`src/rtl/uart_pkg.sv`:
```
// Shared types and constants for the UART transmit path and its arbiter.
package uart_pkg;

   typedef enum logic [1:0] {
      IDLE = 2'd0,
      LOAD = 2'd1,
      SEND = 2'd2,
      WAIT = 2'd3
   } uart_arb_state_t;

   localparam int UART_DATA_W = 8;
   localparam int CLK_FRE     = 50000000;
   localparam int BAUD_RATE   = 115200;

   // Index reached by stepping 'off' places upward from 'base' in a ring of n.
   function automatic int rr_wrap(input int base, input int off, input int n);
      return (base + off) % n;
   endfunction

endpackage

```
`src/rtl/rr_pick.sv`:
```
// Rotating-priority encoder: first set bit of req searching upward from ptr+1,
// wrapping modulo N_REQ. Purely combinational.
module rr_pick
   import uart_pkg::*;
#(
   parameter int N_REQ = 4,
   parameter int IDX_W = $clog2(N_REQ)
) (
   input  logic [N_REQ-1:0] req,
   input  logic [IDX_W-1:0] ptr,
   output logic             any,
   output logic [IDX_W-1:0] idx
);

   logic [IDX_W-1:0] cand;

   // Walk the ring from the far end back to ptr+1 so the nearest hit wins.
   always_comb begin
      any  = 1'b0;
      idx  = '0;
      cand = '0;
      for (int k = N_REQ - 1; k >= 0; k--) begin
         cand = IDX_W'(rr_wrap(int'(ptr), k + 1, N_REQ));
         if (req[cand]) begin
            any = 1'b1;
            idx = cand;
         end
      end
   end

endmodule

```
`src/rtl/uart_tx_arbiter.sv`:
```
// Round-robin arbiter sharing one uart_tx between N_REQ byte-stream requesters.
// A grant is locked for a whole packet (until the byte flagged last finishes on
// the line); a watchdog aborts a stalled LOAD or a missing tx_done.
//
//   state | meaning
//   ------+-----------------------------------------------------------
//   IDLE  | no owner; pick next requester from the rotating pointer
//   LOAD  | owner locked; req_ready follows its req_valid, byte captured
//   SEND  | one-cycle tx_start pulse with the captured byte
//   WAIT  | byte on the line; wait for tx_done
module uart_tx_arbiter
   import uart_pkg::*;
#(
   parameter int N_REQ   = 4,
   parameter int DATA_W  = UART_DATA_W,
   parameter int TIMEOUT = 65535
) (
   input  logic                      clk,
   input  logic                      reset,
   input  logic [N_REQ-1:0]          req_valid,
   input  logic [N_REQ*DATA_W-1:0]   req_data,
   input  logic [N_REQ-1:0]          req_last,
   output logic [N_REQ-1:0]          req_ready,
   output logic                      tx_start,
   output logic [DATA_W-1:0]         tx_data,
   input  logic                      tx_done,
   output logic [$clog2(N_REQ)-1:0]  grant_id,
   output logic                      busy,
   output logic                      timeout_err
);

   localparam int IDX_W = $clog2(N_REQ);
   localparam int WD_W  = $clog2(TIMEOUT + 1);
   // The abort fires at the edge that would take the count to TIMEOUT.
   localparam logic [WD_W-1:0] WD_LAST = WD_W'(TIMEOUT - 1);

   uart_arb_state_t   state;
   uart_arb_state_t   state_nx;
   logic [IDX_W-1:0]  ptr;
   logic              last_q;
   logic [WD_W-1:0]   wd;
   logic              pick_any;
   logic [IDX_W-1:0]  pick_idx;
   logic              sel_valid;
   logic              sel_last;
   logic [DATA_W-1:0] sel_data;
   logic              xfer;
   logic              wd_expired;
   logic              timeout_hit;

   rr_pick #(
      .N_REQ (N_REQ),
      .IDX_W (IDX_W)
   ) u_rr_pick (
      .req (req_valid),
      .ptr (ptr),
      .any (pick_any),
      .idx (pick_idx)
   );

   // Route the granted requester's lane onto the shared selection signals.
   always_comb begin
      sel_valid = 1'b0;
      sel_last  = 1'b0;
      sel_data  = '0;
      for (int i = 0; i < N_REQ; i++) begin
         if (grant_id == IDX_W'(i)) begin
            sel_valid = req_valid[i];
            sel_last  = req_last[i];
            sel_data  = req_data[i*DATA_W +: DATA_W];
         end
      end
   end

   assign xfer       = (state == LOAD) && sel_valid;
   assign wd_expired = (wd == WD_LAST);

   // Next-state logic and state-decoded outputs.
   always_comb begin
      state_nx    = state;
      timeout_hit = 1'b0;
      req_ready   = '0;
      tx_start    = (state == SEND);
      busy        = (state != IDLE);
      unique case (state)
         IDLE: begin
            if (pick_any) state_nx = LOAD;
         end
         LOAD: begin
            for (int i = 0; i < N_REQ; i++) begin
               req_ready[i] = (grant_id == IDX_W'(i)) && req_valid[i];
            end
            if (sel_valid) begin
               state_nx = SEND;
            end else if (wd_expired) begin
               state_nx    = IDLE;
               timeout_hit = 1'b1;
            end
         end
         SEND: begin
            state_nx = WAIT;
         end
         WAIT: begin
            if (tx_done) begin
               state_nx = last_q ? IDLE : LOAD;
            end else if (wd_expired) begin
               state_nx    = IDLE;
               timeout_hit = 1'b1;
            end
         end
         default: state_nx = IDLE;
      endcase
   end

   // State register and registered abort pulse.
   always_ff @(posedge clk) begin
      if (!reset) begin
         state       <= IDLE;
         timeout_err <= 1'b0;
      end else begin
         state       <= state_nx;
         timeout_err <= timeout_hit;
      end
   end

   // Grant, pointer and captured byte; pointer moves only when ownership ends.
   always_ff @(posedge clk) begin
      if (!reset) begin
         grant_id <= '0;
         ptr      <= IDX_W'(N_REQ - 1);
         tx_data  <= '0;
         last_q   <= 1'b0;
      end else begin
         if (state == IDLE && pick_any) grant_id <= pick_idx;
         if (xfer) begin
            tx_data <= sel_data;
            last_q  <= sel_last;
         end
         if ((state == WAIT && tx_done && last_q) || timeout_hit) ptr <= grant_id;
      end
   end

   // Watchdog: clears on every state change, counts while in LOAD or WAIT.
   always_ff @(posedge clk) begin
      if (!reset) begin
         wd <= '0;
      end else if (state_nx != state) begin
         wd <= '0;
      end else if (state == LOAD || state == WAIT) begin
         wd <= wd + 1'b1;
      end
   end

endmodule

```
`config.mk`:
```
export PLATFORM = sky130hd
export DESIGN_NAME = uart_tx_arbiter
export DESIGN_NICKNAME = d
export VERILOG_FILES = /design/src/rtl/uart_pkg.sv /design/src/rtl/rr_pick.sv /design/src/rtl/uart_tx_arbiter.sv
export SDC_FILE = /design/constraint.sdc
export NUM_CORES = 1
export LEC_CHECK = 0
export BUFFER_PORTS_ARGS = -buffer_cell sky130_fd_sc_hd__buf_2
export CORE_ASPECT_RATIO = 0.6
export CORE_MARGIN = 5
export CORE_UTILIZATION = 54
export DETAILED_ROUTE_END_ITERATION = 10
export PLACE_DENSITY = 0.85
export SLEW_MARGIN = 20
export SYNTH_ARGS = -nofsm -noshare
export SYNTH_HDL_FRONTEND = slang
export SYNTH_SLANG_ARGS = --single-unit
```
`constraint.sdc`:
```
create_clock -name clk -period 3.1 [get_ports clk]
set_clock_uncertainty 0.2 [all_clocks]
set_input_delay 0.62 -clock clk [delete_from_list [all_inputs] [get_ports clk]]
set_output_delay 0.62 -clock clk [all_outputs]
set_load 0.005 [all_outputs]
```
# Word level (Yosys, flattened, before mapping)
# Index checks and enable logic that the tools add are counted.
# W data, S select, Z words.
[totals] ff_bits=32 latch_bits=0 mem_bits_rw=0 rom_bits=0 out_inout_bits=17 elab_cells=78 n_memories=0
[classes] addsub=5 multipliers=0 div_mod_pow=0 magnitude_cmp=4 n_eq_ne=8 shift=0 n_mux=39 bitwise=1 reduce_logical=14
[op_table] op="$mux W8" n=4
[op_table] op="$mux W1" n=20
[op_table] op="$add A16 B1 Y16 const B" n=1
[op_table] op="$eq A16 B16 Y1 const B" n=1
[op_table] op="$mux W2" n=8
[op_table] op="$lt A2 B3 Y1 const B" n=4
[op_table] op="$bmux W1 S2" n=4
[op_table] op="$eq A2 B2 Y1 const B" n=4
[op_table] op="$logic_and A1 B1 Y1" n=8
[op_table] op="$pmux W2 S4" n=1
[op_table] op="$add A2 B1 Y2 const B" n=2
[op_table] op="$add A2 B2 Y2 const B" n=2
[op_table] op="$eq A2 B1 Y1 const B" n=2
[op_table] op="$logic_not A2 Y1" n=2
[op_table] op="$mux W4" n=1
[op_table] op="$logic_or A1 B1 Y1" n=2
[op_table] op="$ne A2 B2 Y1" n=1
[op_table] op="$pmux W1 S2" n=1
[op_table] op="$reduce_bool A2 Y1" n=1
[op_table] op="$reduce_or A2 Y1" n=1
[op_table] op="$not A1 Y1" n=1

# Longest topological paths before layout
[depth] word_depth=11 ltp_mapped=8 mapped_depth_nobuf=7

# Hierarchy
# From an unflattened synthesis, not the netlist that was laid out.
[unflattened] hier_cells=203 hier_area_um2=1911.8
[modules_own_cells] mod="uart_tx_arbiter" n_inst=1 cells_each=189 area_per_inst_um2=1820.5
[modules_own_cells] mod="rr_pick" n_inst=1 cells_each=14 area_per_inst_um2=91.3

# Worst setup path before layout
# OpenSTA, ideal clock, no wires.
[synth_timing] kind="input to register" startpoint="in req_valid[0]" endpoint="reg wd[10]" setup_ns=0.063 arrival_time_ns=1.814 t_required_ns=2.837 path_slack_ns=1.023 path_stages=6 n_path_buf=1 cell_sequence="nor4_2 a21oi_1 a311oi_2 o2111ai_4 buf_6 nor2_2"
[synth_between] elab_chain_len=10
[synth_rtl] element="start, declared" line="uart_tx_arbiter.sv:20" source="input logic [N_REQ-1:0] req_valid,"
[synth_rtl] element="$bmux W1 S2" line="rr_pick.sv:24" source="if (req[cand]) begin"
[synth_rtl] element="$mux W1 (not written as such)" line="rr_pick.sv:24"
[synth_rtl] element="$mux W1 (4 in a row)" line="rr_pick.sv:24"
[synth_rtl] element="$mux W2" line="uart_tx_arbiter.sv:87" source="if (pick_any) state_nx = LOAD;"
[synth_rtl] element="$pmux W2 S4 (*)" line="uart_tx_arbiter.sv:85" source="unique case (state)"
[synth_rtl] element="$ne A2 B2 Y1 (*)" line="uart_tx_arbiter.sv:147" source="end else if (state_nx != state) begin"
[synth_rtl] element="$reduce_or A2 Y1 (no source line) (*)"
[synth_rtl] element="end signal, assigned" line="uart_tx_arbiter.sv:150" source="wd <= wd + 1'b1;"
[synth_rtl] element="end, declared" line="uart_tx_arbiter.sv:41" source="logic [WD_W-1:0] wd;"
# Every way passes the cells marked *; elsewhere a longest branch is shown, timed or not. The select of a mux whose other input is x is not followed.
# A chain may end at the register's enable or synchronous reset.

# Worst setup path in the final report
[layout_timing] startpoint="reg state[0]" endpoint="out req_ready[1]"
[layout_between] elab_chain_len=2
[layout_rtl] element="start, declared" line="uart_tx_arbiter.sv:37" source="uart_arb_state_t state;"
[layout_rtl] element="start signal, assigned" line="uart_tx_arbiter.sv:121" source="state <= state_nx;"
[layout_rtl] element="$eq A2 B1 Y1" line="uart_tx_arbiter.sv:85"
[layout_rtl] element="$mux W4" line="uart_tx_arbiter.sv:85"
[layout_rtl] element="end, declared" line="uart_tx_arbiter.sv:23" source="output logic [N_REQ-1:0] req_ready,"
# No other way between the ends.

==> flow_summary.html <==
<table>
<tr><th>Metric</th><th>Value</th></tr>
<tr><th colspan="2">Routing</th></tr>
<tr><td>Max layer used</td><td>met4</td></tr>
<tr><td>Total met2 wirelength after detailed routing</td><td>approximately 1800 µm</td></tr>
<tr><td>Average routed wire per standard cell</td><td>14.4 µm</td></tr>
<tr><td>Average vias per placed instance</td><td>between 5 and 6</td></tr>
<tr><td>Final wirelength</td><td>roughly 4200 µm</td></tr>
<tr><td>Detailed route wirelength on metal3</td><td>approximately 370 µm</td></tr>
<tr><td>Number of iterations in the first detailed-routing pass</td><td>4</td></tr>
<tr><td>Detailed-route wire length on metal 1</td><td>2000 µm</td></tr>
<tr><td>Drt drc</td><td>0</td></tr>
<tr><td>Via count</td><td>around 1,600</td></tr>
<tr><td>Number of routed nets with antenna violations</td><td>0</td></tr>
<tr><td>DR iter-0 viols</td><td>58</td></tr>
<tr><th colspan="2">Logic synthesis</th></tr>
<tr><td>Netlist Area Pre-Place</td><td>0.00183 mm²</td></tr>
<tr><td>Unique cell type count in the Yosys netlist</td><td>between 40 and 50</td></tr>
<tr><td>Number of enable-type register cells in the synthesized netlist</td><td>0</td></tr>
<tr><td>Post-Synthesis Cells</td><td>roughly 190</td></tr>
<tr><td>Share of the yosys chip area belonging to registers</td><td>35.1%</td></tr>
<tr><td>Total of warnings raised by yosys</td><td>0</td></tr>
<tr><td>Most frequently used flop master after synthesis</td><td>dfxtp_1</td></tr>
<tr><td>Area leader, netlist</td><td>dfxtp_1</td></tr>
<tr><td>Cell types occupying the most area after synthesis</td><td>dfxtp_1, mux4_2, mux2i_1, nor2_1, xor2_1</td></tr>
<tr><td>Mean instance size in the synthesized netlist</td><td>a little under 10 µm²</td></tr>
<tr><td>Share of flip-flops with an asynchronous set or reset after synthesis</td><td>0%</td></tr>
<tr><td>Number of register bits inferred by synthesis</td><td>32</td></tr>
<tr><td>Fraction of post-synthesis cell area in the top cell type by area</td><td>a little over a third</td></tr>
<tr><td>Syn Nets</td><td>230</td></tr>
<tr><th colspan="2">CTS</th></tr>
<tr><td>CTS tree</td><td>done</td></tr>
<tr><td>Root Driver</td><td>clkbuf_8</td></tr>
<tr><td>TritonCTS Buffers</td><td>5</td></tr>
<tr><td>Post-cts hold buffer count</td><td>0</td></tr>
<tr><td>Source-to-sink clock delay at the later pin of the worst-skew pair</td><td>a little under 0.3 ns</td></tr>
<tr><td>Number of buffers inserted to repair setup after CTS</td><td>0</td></tr>
<tr><td>Post-CTS resize count</td><td>0</td></tr>
<tr><td>CTS sink count</td><td>32</td></tr>
<tr><td>Longest Clk Path Bufs</td><td>2</td></tr>
<tr><td>Clock-pin slew on the worst setup and hold paths</td><td>roughly 0.070 ns</td></tr>
<tr><td>H-tree lvl count</td><td>2</td></tr>
<tr><th colspan="2">Setup path</th></tr>
<tr><td>End of the worst register-to-register path</td><td>wd[1]$_SDFFE_PP0P_</td></tr>
<tr><td>Cell depth of the worst flop-to-flop path</td><td>5</td></tr>
<tr><td>Flop2flop setup slack</td><td>~0.71 ns</td></tr>
<tr><td>Data arrival time of the worst path</td><td>between 1.5 and 2 ns</td></tr>
<tr><td>Type of origin of the critical path</td><td>flip-flop</td></tr>
<tr><td>Endpoint kind of the worst setup timing path</td><td>output port</td></tr>
<tr><td>RR Startpoint</td><td>state[0]$_SDFF_PN0_</td></tr>
<tr><td>Critical path required time</td><td>2.28 ns</td></tr>
<tr><td>Setup Crit Path Kind</td><td>flip-flop to output port</td></tr>
<tr><td>Critical-path maximum fanout</td><td>16</td></tr>
<tr><th colspan="2">STA</th></tr>
<tr><td>Maximum frequency from static timing analysis</td><td>~400 MHz</td></tr>
<tr><td>Setup TNS</td><td>0 ns</td></tr>
<tr><td>Number of setup violations in the final report</td><td>0</td></tr>
<tr><td>Final clock period utilization by the worst path</td><td>between 80% and 90%</td></tr>
<tr><td>Setup repair after global routing missed its margin</td><td>no</td></tr>
<tr><td>Final count of hold timing violations</td><td>0</td></tr>
<tr><td>Least-Margin Pin Slew</td><td>0.630 ns</td></tr>
<tr><td>Remaining max-slew budget at the tightest pin</td><td>~58%</td></tr>
<tr><td>Shortest clock period the worst path allows after layout</td><td>2.49 ns</td></tr>
<tr><td>Final Max Slew Viols</td><td>0</td></tr>
<tr><th colspan="2">Pwr</th></tr>
<tr><td>Share of total power in combinational logic</td><td>a little under a fifth</td></tr>
<tr><td>Flop pwr share</td><td>between 40% and 50%</td></tr>
<tr><td>Int Power</td><td>768 µW</td></tr>
<tr><td>Pwr Total</td><td>1.05 mW</td></tr>
<tr><td>Static Leakage</td><td>0.997 nW</td></tr>
<tr><td>Net switching component of the power</td><td>about 280 µW</td></tr>
<tr><td>Sw frac</td><td>a little over a quarter</td></tr>
<tr><td>Max rail drop VDD</td><td>367 µV</td></tr>
<tr><td>Total power density per cell area</td><td>~470 mW/mm²</td></tr>
<tr><td>Clk network pwr share</td><td>38.2%</td></tr>
<tr><th colspan="2">Cells and area</th></tr>
<tr><td>Non-filler instance count after layout</td><td>between 200 and 300</td></tr>
<tr><td>Final Util</td><td>between 60 and 70%</td></tr>
<tr><td>Layout overhead on the synthesized area</td><td>23.9%</td></tr>
<tr><td>Area of the multi-input gates</td><td>about 0.0011 mm²</td></tr>
<tr><td>N_diodes</td><td>0</td></tr>
<tr><td>Number of nets in the final layout</td><td>roughly 290</td></tr>
<tr><td>Number of fill cells in the layout</td><td>about 280</td></tr>
<tr><td>FF+latch area</td><td>641 µm²</td></tr>
<tr><td>Share of layout cells above drive strength 1</td><td>between 30% and 40%</td></tr>
<tr><th colspan="2">Placement</th></tr>
<tr><td>Final RePlAce weighted congestion</td><td>0.825</td></tr>
<tr><td>PortBufs</td><td>59</td></tr>
<tr><td>Final HPWL DP</td><td>roughly 3300 µm</td></tr>
<tr><td>Post-placement cell count</td><td>~280</td></tr>
<tr><th colspan="2">Global route</th></tr>
<tr><td>Number of global-route vias before repair</td><td>approximately 1,500</td></tr>
<tr><td>Global-route wire length before repair</td><td>just under 7000 µm</td></tr>
<tr><td>Pin count of the biggest net entering global routing</td><td>17</td></tr>
<tr><td>GRT Resource Usage Total</td><td>19.0%</td></tr>
<tr><td>Total gr overflow</td><td>0</td></tr>
<tr><td>Antenna violations before repair</td><td>0</td></tr>
<tr><th colspan="2">Min path</th></tr>
<tr><td>Min-Delay Path Class</td><td>flip-flop to flip-flop</td></tr>
<tr><td>Instance count along the most critical hold path</td><td>2</td></tr>
<tr><td>Endpoint of the worst hold-timing path</td><td>tx_data[0]$_SDFFE_PN0P_</td></tr>
<tr><td>Origin of the worst min-delay path</td><td>tx_data[0]$_SDFFE_PN0P_</td></tr>
<tr><th colspan="2">Floorplan</th></tr>
<tr><td>Die Span Y</td><td>about 55 µm</td></tr>
<tr><td>Initial Util</td><td>55.9%</td></tr>
<tr><td>Die outline area</td><td>~0.0047 mm²</td></tr>
<tr><td>Cell row count</td><td>16</td></tr>
<tr><td>Floorplan die width</td><td>around 85 µm</td></tr>
<tr><td>Io pins</td><td>60</td></tr>
<tr><td>Core region area</td><td>0.00326 mm²</td></tr>
<tr><th colspan="2">Job</th></tr>
<tr><td>Total of max-cap violations</td><td>0</td></tr>
<tr><th colspan="2">Status</th></tr>
<tr><td>Outcome</td><td>finished clean</td></tr>
</table>
## final cells by class
type | instances | share of cell area, %
inverters | 8 | 1.33
well taps | 45 | 2.49
clock buffers | 5 | 3.04
multi-input cells | 138 | 49.2
repair buffers | 61 | 13.7
flip-flops and latches | 32 | 28.3
clock inverters | 3 | 1.88
## placed cells by master, fill, tap and decap left out, types with 5 or more instances in the layout
| cell type | instances |
|---|---|
| dfxtp_1 | 32 |
| nand3_1 | 8 |
| mux4_2 | 9 |
| and3_1 | 5 |
| nand2_1 | 11 |
| xnor2_1 | 6 |
| mux2i_1 | 14 |
| clkbuf_8 | 5 |
| nor2_1 | 26 |
| inv_1 | 8 |
| xor2_1 | 8 |
| buf_2 | 59 |
| nor2_2 | 10 |
## worst max-delay path, stage by stage (launching register included)
cell	delay, ns
dfxtp_1	0.62
nor3b_1	0.43
and3_1	0.21
buf_2	0.12
## cell usage after synthesis, types with 2 or more instances
master / count
inv_1: 8
nand4_2: 3
nor4_1: 2
nand2_1: 11
mux2i_1: 14
nand3_1: 8
buf_2: 3
dfxtp_1: 32
ha_1: 2
mux4_2: 9
nor2_2: 10
nor3b_1: 2
nand4_1: 2
a221oi_1: 2
a21oi_1: 3
and3b_1: 3
xnor2_1: 6
a22oi_1: 2
and3_1: 5
o21ai_0: 2
nor2_1: 26
xor2_1: 8
nor3_1: 3
## worst max-delay path by stage
stage | cells after the start | to | from | slack [ns]
detailed placement | 6 | wd[1]$_SDFFE_PP0P_ | req_valid[0] | 0.50
floorplan | 6 | wd[10]$_SDFFE_PP0P_ | req_valid[0] | 1.02
global placement | 6 | wd[1]$_SDFFE_PP0P_ | req_valid[0] | 0.59
CTS | 3 | req_ready[2] | grant_id[1]$_SDFFE_PN0P_ | 0.62
global route | 3 | req_ready[0] | state[0]$_SDFF_PN0_ | 0.51
finish | 3 | req_ready[1] | state[0]$_SDFF_PN0_ | 0.61
## state kept, by name, indices dropped and copies added, names as in the netlist
register / flops
grant_id: 2
last_q: 1
ptr: 2
state: 2
timeout_err: 1
tx_data: 8
wd: 16
## power by group through the flow
stage,combinational (mW),sequential (mW),clock [mW]
detailed placement,0.199,0.461,0
floorplan,0.142,0.450,0
global placement,0.194,0.460,0
global route,0.218,0.456,0.429
finish,0.198,0.452,0.402
CTS,0.199,0.452,0.407
## metrics by stage
stage	hold WS [ns]	area, µm²	worst slack [ns]
5_1_grt	0.329	2260	0.510
6_report	0.289	2260	0.612
2_1_floorplan	0.263	1830	1.02
4_1_cts	0.295	2260	0.621
3_5_place_dp	0.280	2150	0.496
3_3_place_gp	0.271	2150	0.593
## cell families (layout without fill, tap and decap cells)
| group | after synthesis | after routing | share of synthesized area, % |
|---|---|---|---|
| AOI/OAI and AO/OA | 18 | 18 | 9.05 |
| xor gates and xnor gates | 14 | 14 | 6.72 |
| adders and majority gates | 2 | 2 | 1.37 |
| buffers and inverters | 15 | 77 | 3.91 |
| DFF | 32 | 32 | 35.1 |
| muxes | 23 | 23 | 18.8 |
| and+or+nand+nor | 81 | 81 | 25.1 |
## metal layers
| metal | track usage (%) | vias up |
|---|---|---|
| li1 | - | 788 |
| met4 | 4.74 | 0 |
| met2 | 30.0 | 54 |
| met3 | 6.36 | 5 |
| met1 | 25.4 | 753 |
| met5 | 0 | - |
No activity file was read; power rests on OpenSTA's default activity.
